File: config.mk
export PLATFORM = sky130hd
export DESIGN_NAME = wd_shutdown_sequencer
export DESIGN_NICKNAME = d
export VERILOG_FILES = /design/src/rtl/amradio_safety_pkg.sv /design/src/rtl/ramp_tick_gen.sv /design/src/rtl/wd_shutdown_sequencer.sv
export SDC_FILE = /design/constraint.sdc
export NUM_CORES = 1
export LEC_CHECK = 0
export ABC_AREA = 1
export ABC_CLOCK_PERIOD_IN_PS = 3300
export CORE_ASPECT_RATIO = 1.75
export CORE_MARGIN = 2
export CORE_UTILIZATION = 55
export CTS_CLUSTER_DIAMETER = 40
export CTS_CLUSTER_SIZE = 30
export DETAILED_ROUTE_END_ITERATION = 12
export GPL_ROUTABILITY_DRIVEN = 0
export GPL_TIMING_DRIVEN = 1
export MAX_ROUTING_LAYER = met4
export PLACE_DENSITY = 0.84
export SETUP_SLACK_MARGIN = 0.02
export SKIP_CTS_REPAIR_TIMING = 1
export SKIP_LAST_GASP = 1
export SLEW_MARGIN = 20
export SYNTH_ARGS = -nofsm -noshare
export SYNTH_HDL_FRONTEND = slang
export SYNTH_SLANG_ARGS = --single-unit
File: constraint.sdc
create_clock -name clk -period 3.3 [get_ports clk]
set_input_delay 0.66 -clock clk [delete_from_list [all_inputs] [get_ports clk]]
set_output_delay 0.66 -clock clk [all_outputs]
set_load 0.01 [all_outputs]
File: src/rtl/amradio_safety_pkg.sv
// Shared types and defaults for the AM carrier safety shutdown path.
// Optional feature macro used by this slice: WD_WARN_ATTENUATE_EN.
package amradio_safety_pkg;

    typedef enum logic [1:0] {
        ST_IDLE = 2'd0,
        ST_RUN  = 2'd1,
        ST_RAMP = 2'd2,
        ST_SAFE = 2'd3
    } wd_state_e;

    localparam int DEF_AMP_WIDTH      = 16;
    localparam int DEF_RAMP_STEP      = 256;
    localparam int DEF_TICK_DIV       = 125;
    localparam int DEF_HOLDOFF_CYCLES = 1000;

endpackage

File: src/rtl/ramp_tick_gen.sv
// Ramp-rate divider: one-cycle tick every TICK_DIV enabled cycles,
// restarted from zero by a synchronous clear.
module ramp_tick_gen
    import amradio_safety_pkg::*;
#(
    parameter int TICK_DIV = DEF_TICK_DIV
) (
    input  logic clk,
    input  logic rstn,
    input  logic i_clr,
    input  logic i_en,
    output logic o_tick
);

    localparam int CW = (TICK_DIV > 1) ? $clog2(TICK_DIV) : 1;
    localparam logic [CW-1:0] LAST = CW'(TICK_DIV - 1);

    logic [CW-1:0] r_cnt;

    assign o_tick = i_en && (r_cnt == LAST);

    always_ff @(posedge clk) begin
        if (!rstn || i_clr) begin
            r_cnt <= '0;
        end else if (i_en) begin
            r_cnt <= o_tick ? '0 : r_cnt + CW'(1);
        end
    end

endmodule

File: src/rtl/wd_shutdown_sequencer.sv
// Watchdog-driven carrier shutdown: ramps amplitude to zero, drops RF, latches fault.
// Optional: WD_WARN_ATTENUATE_EN halves the RUN amplitude while wd_warning is high.
module wd_shutdown_sequencer
    import amradio_safety_pkg::*;
#(
    parameter int AMP_WIDTH      = DEF_AMP_WIDTH,
    parameter int RAMP_STEP      = DEF_RAMP_STEP,
    parameter int TICK_DIV       = DEF_TICK_DIV,
    parameter int HOLDOFF_CYCLES = DEF_HOLDOFF_CYCLES
) (
    input  logic                 clk,
    input  logic                 rstn,
    input  logic                 wd_triggered,
    input  logic                 wd_warning,
    input  logic                 rearm,
    input  logic [AMP_WIDTH-1:0] amp_in,
    output logic [AMP_WIDTH-1:0] amp_out,
    output logic                 rf_enable,
    output logic                 fault_latched,
    output logic [1:0]           state
);

    localparam int HW = $clog2(HOLDOFF_CYCLES + 1);
    localparam logic [AMP_WIDTH:0] STEP_W = (AMP_WIDTH + 1)'(RAMP_STEP);
    localparam logic [HW-1:0] HOLD_MAX = HW'(HOLDOFF_CYCLES);

    wd_state_e            r_state, w_state_nxt;
    logic [AMP_WIDTH-1:0] r_amp, w_amp_nxt, w_amp_run, w_amp_dec;
    logic [AMP_WIDTH:0]   w_diff;
    logic                 r_rf, w_rf_nxt;
    logic                 r_fault, w_fault_nxt;
    logic [HW-1:0]        r_hold, w_hold_nxt;
    logic                 w_hold_done, w_tick, w_tick_clr, w_tick_en;

`ifdef WD_WARN_ATTENUATE_EN
    assign w_amp_run = wd_warning ? (amp_in >> 1) : amp_in;
`else
    logic w_unused_warning;
    assign w_unused_warning = wd_warning;
    assign w_amp_run = amp_in;
`endif

    // Extra MSB acts as the borrow flag: set means the step overshot zero.
    assign w_diff    = {1'b0, r_amp} - STEP_W;
    assign w_amp_dec = w_diff[AMP_WIDTH] ? '0 : w_diff[AMP_WIDTH-1:0];

    assign w_hold_done = (r_hold == HOLD_MAX);
    assign w_tick_en   = (r_state == ST_RAMP);
    assign w_tick_clr  = (w_state_nxt == ST_RAMP) && (r_state != ST_RAMP);

    ramp_tick_gen #(
        .TICK_DIV (TICK_DIV)
    ) u_tick (
        .clk    (clk),
        .rstn   (rstn),
        .i_clr  (w_tick_clr),
        .i_en   (w_tick_en),
        .o_tick (w_tick)
    );

    always_comb begin
        w_state_nxt = r_state;
        w_amp_nxt   = r_amp;
        w_fault_nxt = r_fault;
        unique case (r_state)
            ST_IDLE: begin
                w_amp_nxt = '0;
                if (rearm && !wd_triggered) w_state_nxt = ST_RUN;
            end
            ST_RUN: begin
                w_amp_nxt = w_amp_run;
                if (wd_triggered) w_state_nxt = ST_RAMP;
            end
            ST_RAMP: begin
                if (r_amp == '0) begin
                    w_state_nxt = ST_SAFE;
                    w_fault_nxt = 1'b1;
                end else if (w_tick) begin
                    w_amp_nxt = w_amp_dec;
                end
            end
            ST_SAFE: begin
                w_amp_nxt = '0;
                if (rearm && w_hold_done && !wd_triggered) begin
                    w_state_nxt = ST_RUN;
                    w_fault_nxt = 1'b0;
                end
            end
            default: w_state_nxt = ST_IDLE;
        endcase
        w_rf_nxt = (w_state_nxt == ST_RUN) || (w_state_nxt == ST_RAMP);
        // Entry edge counts as the first SAFE cycle.
        w_hold_nxt = '0;
        if (w_state_nxt == ST_SAFE) begin
            w_hold_nxt = w_hold_done ? r_hold : r_hold + HW'(1);
        end
    end

    always_ff @(posedge clk) begin
        if (!rstn) begin
            r_state <= ST_IDLE;
            r_amp   <= '0;
            r_rf    <= 1'b0;
            r_fault <= 1'b0;
            r_hold  <= '0;
        end else begin
            r_state <= w_state_nxt;
            r_amp   <= w_amp_nxt;
            r_rf    <= w_rf_nxt;
            r_fault <= w_fault_nxt;
            r_hold  <= w_hold_nxt;
        end
    end

    assign amp_out       = r_amp;
    assign rf_enable     = r_rf;
    assign fault_latched = r_fault;
    assign state         = r_state;

endmodule

==> impl_metrics.env <==
export IMPL_fillers=314
export IMPL_fp_dieW_um=50.4
export IMPL_insertion_delay_ns=0.30
export IMPL_p_int_mw=0.833
export IMPL_yosys_warnings=0
export IMPL_dr_wl_met2_um=2430
export IMPL_yosysTopAreaCellShare_pct=35.7
export IMPL_diodes=0
export IMPL_mostFrequentLayoutCells="nand2_1 (90), nor2_1 (59), clkdlybuf4s50_1 (39)"
export IMPL_synth_top_family_by_area="simple AND/OR/NAND/NOR gates"
export IMPL_ff2ff_path_depth=11
export IMPL_drt_vias_per_instance=5.03
export IMPL_num_vias=2051
export IMPL_hpwl_um=3310
export IMPL_drive_above_1_share_pct=6.35
export IMPL_cp_top_family="buffers and inverters"
export IMPL_outcome="finished, final reports clean"
export IMPL_cts_buffers=5
export IMPL_worstPathMaxFanout=6
export IMPL_min_period_ns=2.23
export IMPL_clock_sinks=37
export IMPL_max_freq_mhz=449
export IMPL_cp_required_ns=3.49
export IMPL_wl_met3_um=202
export IMPL_io_pins=41
export IMPL_postSynthNetCount=349
export IMPL_cts_tree="built"
export IMPL_synth_avg_cell_area_um2=6.49
export IMPL_skew_ns=0.0107
export IMPL_worstMarginPinSlew_ns=0.656
export IMPL_drt_pass1_iterations=4
export IMPL_worstPathArrival_ns=2.41
export IMPL_wl_um=4520
export IMPL_layout_commonest_cell="nand2_1"
export IMPL_grtUsageTotal_pct=23.0
export IMPL_rrSetupSlack_ns=1.31
export IMPL_setup_tns_ns=0
export IMPL_yosysSeqAreaShare_pct=35.7
export IMPL_path_cells="clkdlybuf4s50_1 -> inv_1 -> nand2_1 -> inv_1 -> o31ai_1 -> inv_1 -> ha_1 -> nand2_1 -> inv_1 -> o21ai_0 -> a21oi_1"
export IMPL_drcViolationCount=0
export IMPL_rsz0062_at_grt="no"
export IMPL_seq_area_um2=741
export IMPL_numPlacedInstances=400
export IMPL_ir_worst_vdd_mv=0.333
export IMPL_cts_reportedPaths_clkPinSlew_ns=0.08
export IMPL_clockRootBuffer="clkbuf_8"
export IMPL_slew_headroom_pct=56.2
export IMPL_rows=29
export IMPL_synth_xor_area_share_pct=1.27
export IMPL_core_um2=3630
export IMPL_ant_nets=0
export IMPL_syn_to_final_growth_pct=25.5
export IMPL_p_seq_share_pct=41.5
export IMPL_clockBufferDepth=2
export IMPL_holdWs_ns=0.486
export IMPL_synth_cell_type_count=28
export IMPL_synth_cell_area_um2=2080
export IMPL_crit_top_cell="inv_1"
export IMPL_p_comb_share_pct=24.9
export IMPL_final_max_slew_viol_count=0
export IMPL_maxCapViolCount=0
export IMPL_multiInputGateArea_um2=1160
export IMPL_p_leak_nw=1.17
export IMPL_timing_rr_end="u_tick.r_cnt[4]"
export IMPL_nets=390
export IMPL_yosys_register_bits=37
export IMPL_crit_cells=11
export IMPL_first_global_vias=1864
export IMPL_netlist_instances=320
export IMPL_period_share_pct=67.4
export IMPL_initial_core_util_pct=57.2
export IMPL_cp_slowest_cell="clkdlybuf4s50_1"
export IMPL_critical_path_buf_inv_count=5
export IMPL_end_kind="register"
export IMPL_synthAdderAreaFrac_pct=4.82
export IMPL_path_class="input pin to register"
export IMPL_p_per_area_nw_per_um2=461
export IMPL_drt_met1_wl_um=1810
export IMPL_setup_worst_path_start="wd_triggered"
export IMPL_p_switching_mw=0.369
export IMPL_hold_path_class="register to register"
export IMPL_ctsHtreeMaxLevel=2
export IMPL_portBuffers=39
export IMPL_topRoutingLayerUsed="met4"
export IMPL_grt_max_degree=21
export IMPL_timing_rr_start="r_hold[0]"
export IMPL_final_cells=408
export IMPL_antenna_found_initial=0
export IMPL_synth_compound_area_share_pct=9.76
export IMPL_start_kind="input pin"
export IMPL_setup_viol=0
export IMPL_yosysTopAreaCell="dfxtp_1"
export IMPL_dieArea_um2=4300
export IMPL_swShare_pct=30.7
export IMPL_grt_overflow_total=0
export IMPL_die_h_um=85.3
export IMPL_slowest_delay_ns=0.50
export IMPL_avgRoutedWirePerCell_um=11.1
export IMPL_cp_endpoint="r_hold[1]"
export IMPL_grt_pass1_wl_um=7520
export IMPL_synthSimpleGateAreaFrac_pct=39.8
export IMPL_first_iter_violations=61
export IMPL_synth_mux_area_share_pct=0
export IMPL_synthTopCellsByArea="dfxtp_1 (36%), nand2_1 (16%), nor2_1 (11%)"
export IMPL_pwr_share_clk_pct=33.7
export IMPL_report_final_hold_viol_count=0
final cells by class:
cell class	instances	share of cell area [%]
multi-input cells	241	44.4
flip-flops and latches	37	28.4
repair buffers	40	15.3
inverters	36	5.28
clock buffers	5	2.64
well taps	46	2.21
clock inverters	3	1.78
cells by family (layout without fill, tap and decap cells):
logic type / after synthesis / after routing
and+or+nand+nor: 191 / 191
buffers and inverters: 42 / 84
AOI/OAI and AO/OA: 39 / 39
DFF: 37 / 37
adders and majority gates: 8 / 8
xor gates and xnor gates: 3 / 3
worst min path at each step:
stage	from	depth (start not counted)	slack, ns	to
after floorplan	r_hold[7]	1	0.45	r_hold[7]
after global placement	r_hold[8]	2	0.46	r_hold[8]
after detailed placement	r_hold[7]	1	0.48	r_hold[7]
after CTS	r_hold[8]	2	0.49	r_hold[8]
after global routing	r_hold[8]	2	0.50	r_hold[8]
final	r_hold[8]	2	0.49	r_hold[8]
worst reg2reg max path, cell delays in order, from the launching register on:
cell and delay, ns:
dfxtp_1 0.33, inv_1 0.09, ha_1 0.17, nand3_1 0.08, nor2_1 0.19, nand3_1 0.15, inv_1 0.10, nor2_1 0.06
ha_1 0.20, a21oi_1 0.18, nand2_1 0.17, nor3_1 0.21
state kept, by name, summed over array words and instances (netlist names):
register	flops
amp_out	16
r_hold	10
u_tick.r_cnt	7
state	2
fault_latched	1
rf_enable	1
cells in the mapped netlist:
library cell,instances
nand2_1,90
nor2_1,59
dfxtp_1,37
inv_1,33
nand3_1,24
a21oi_1,23
o21ai_0,13
ha_1,8
nor3_1,5
buf_2,3
nor2_4,3
buf_6,2
inv_2,2
nor2_2,2
nor3_2,2
xor2_1,2
a21boi_0,1
a21o_1,1
and3_1,1
clkbuf_1,1
inv_4,1
nand2_2,1
nand3_2,1
nand3b_1,1
nor2_8,1
o31ai_1,1
or2_2,1
xnor2_1,1
stage by stage:
stage	setup WS, ns	util (%)	power (mW)	instance area [um^2]
finish	1.07	71.8	1.20	2610
global route	0.884	71.8	1.27	2610
CTS	1.08	71.8	1.21	2610
detailed placement	0.764	68.6	0.807	2490
global placement	0.783	68.6	0.802	2490
floorplan	1.52	-	0.704	2080
per-layer routing:
layer  vias to the layer above  global-route usage, %
li1                       1082                      -
met1                       910                   22.6
met2                        51                   42.2
met3                         8                   4.93
met4                         0                   9.58
met5                         -                      -
power by group through the flow:
stage,Sequential [mW],Combinational [mW],Clock [mW]
2_1_floorplan,0.516,0.187,0
3_3_place_gp,0.508,0.294,0
3_5_place_dp,0.509,0.298,0
4_1_cts,0.498,0.301,0.407
5_1_grt,0.501,0.340,0.424
6_report,0.498,0.299,0.404
No activity file was read; power rests on OpenSTA's default activity.
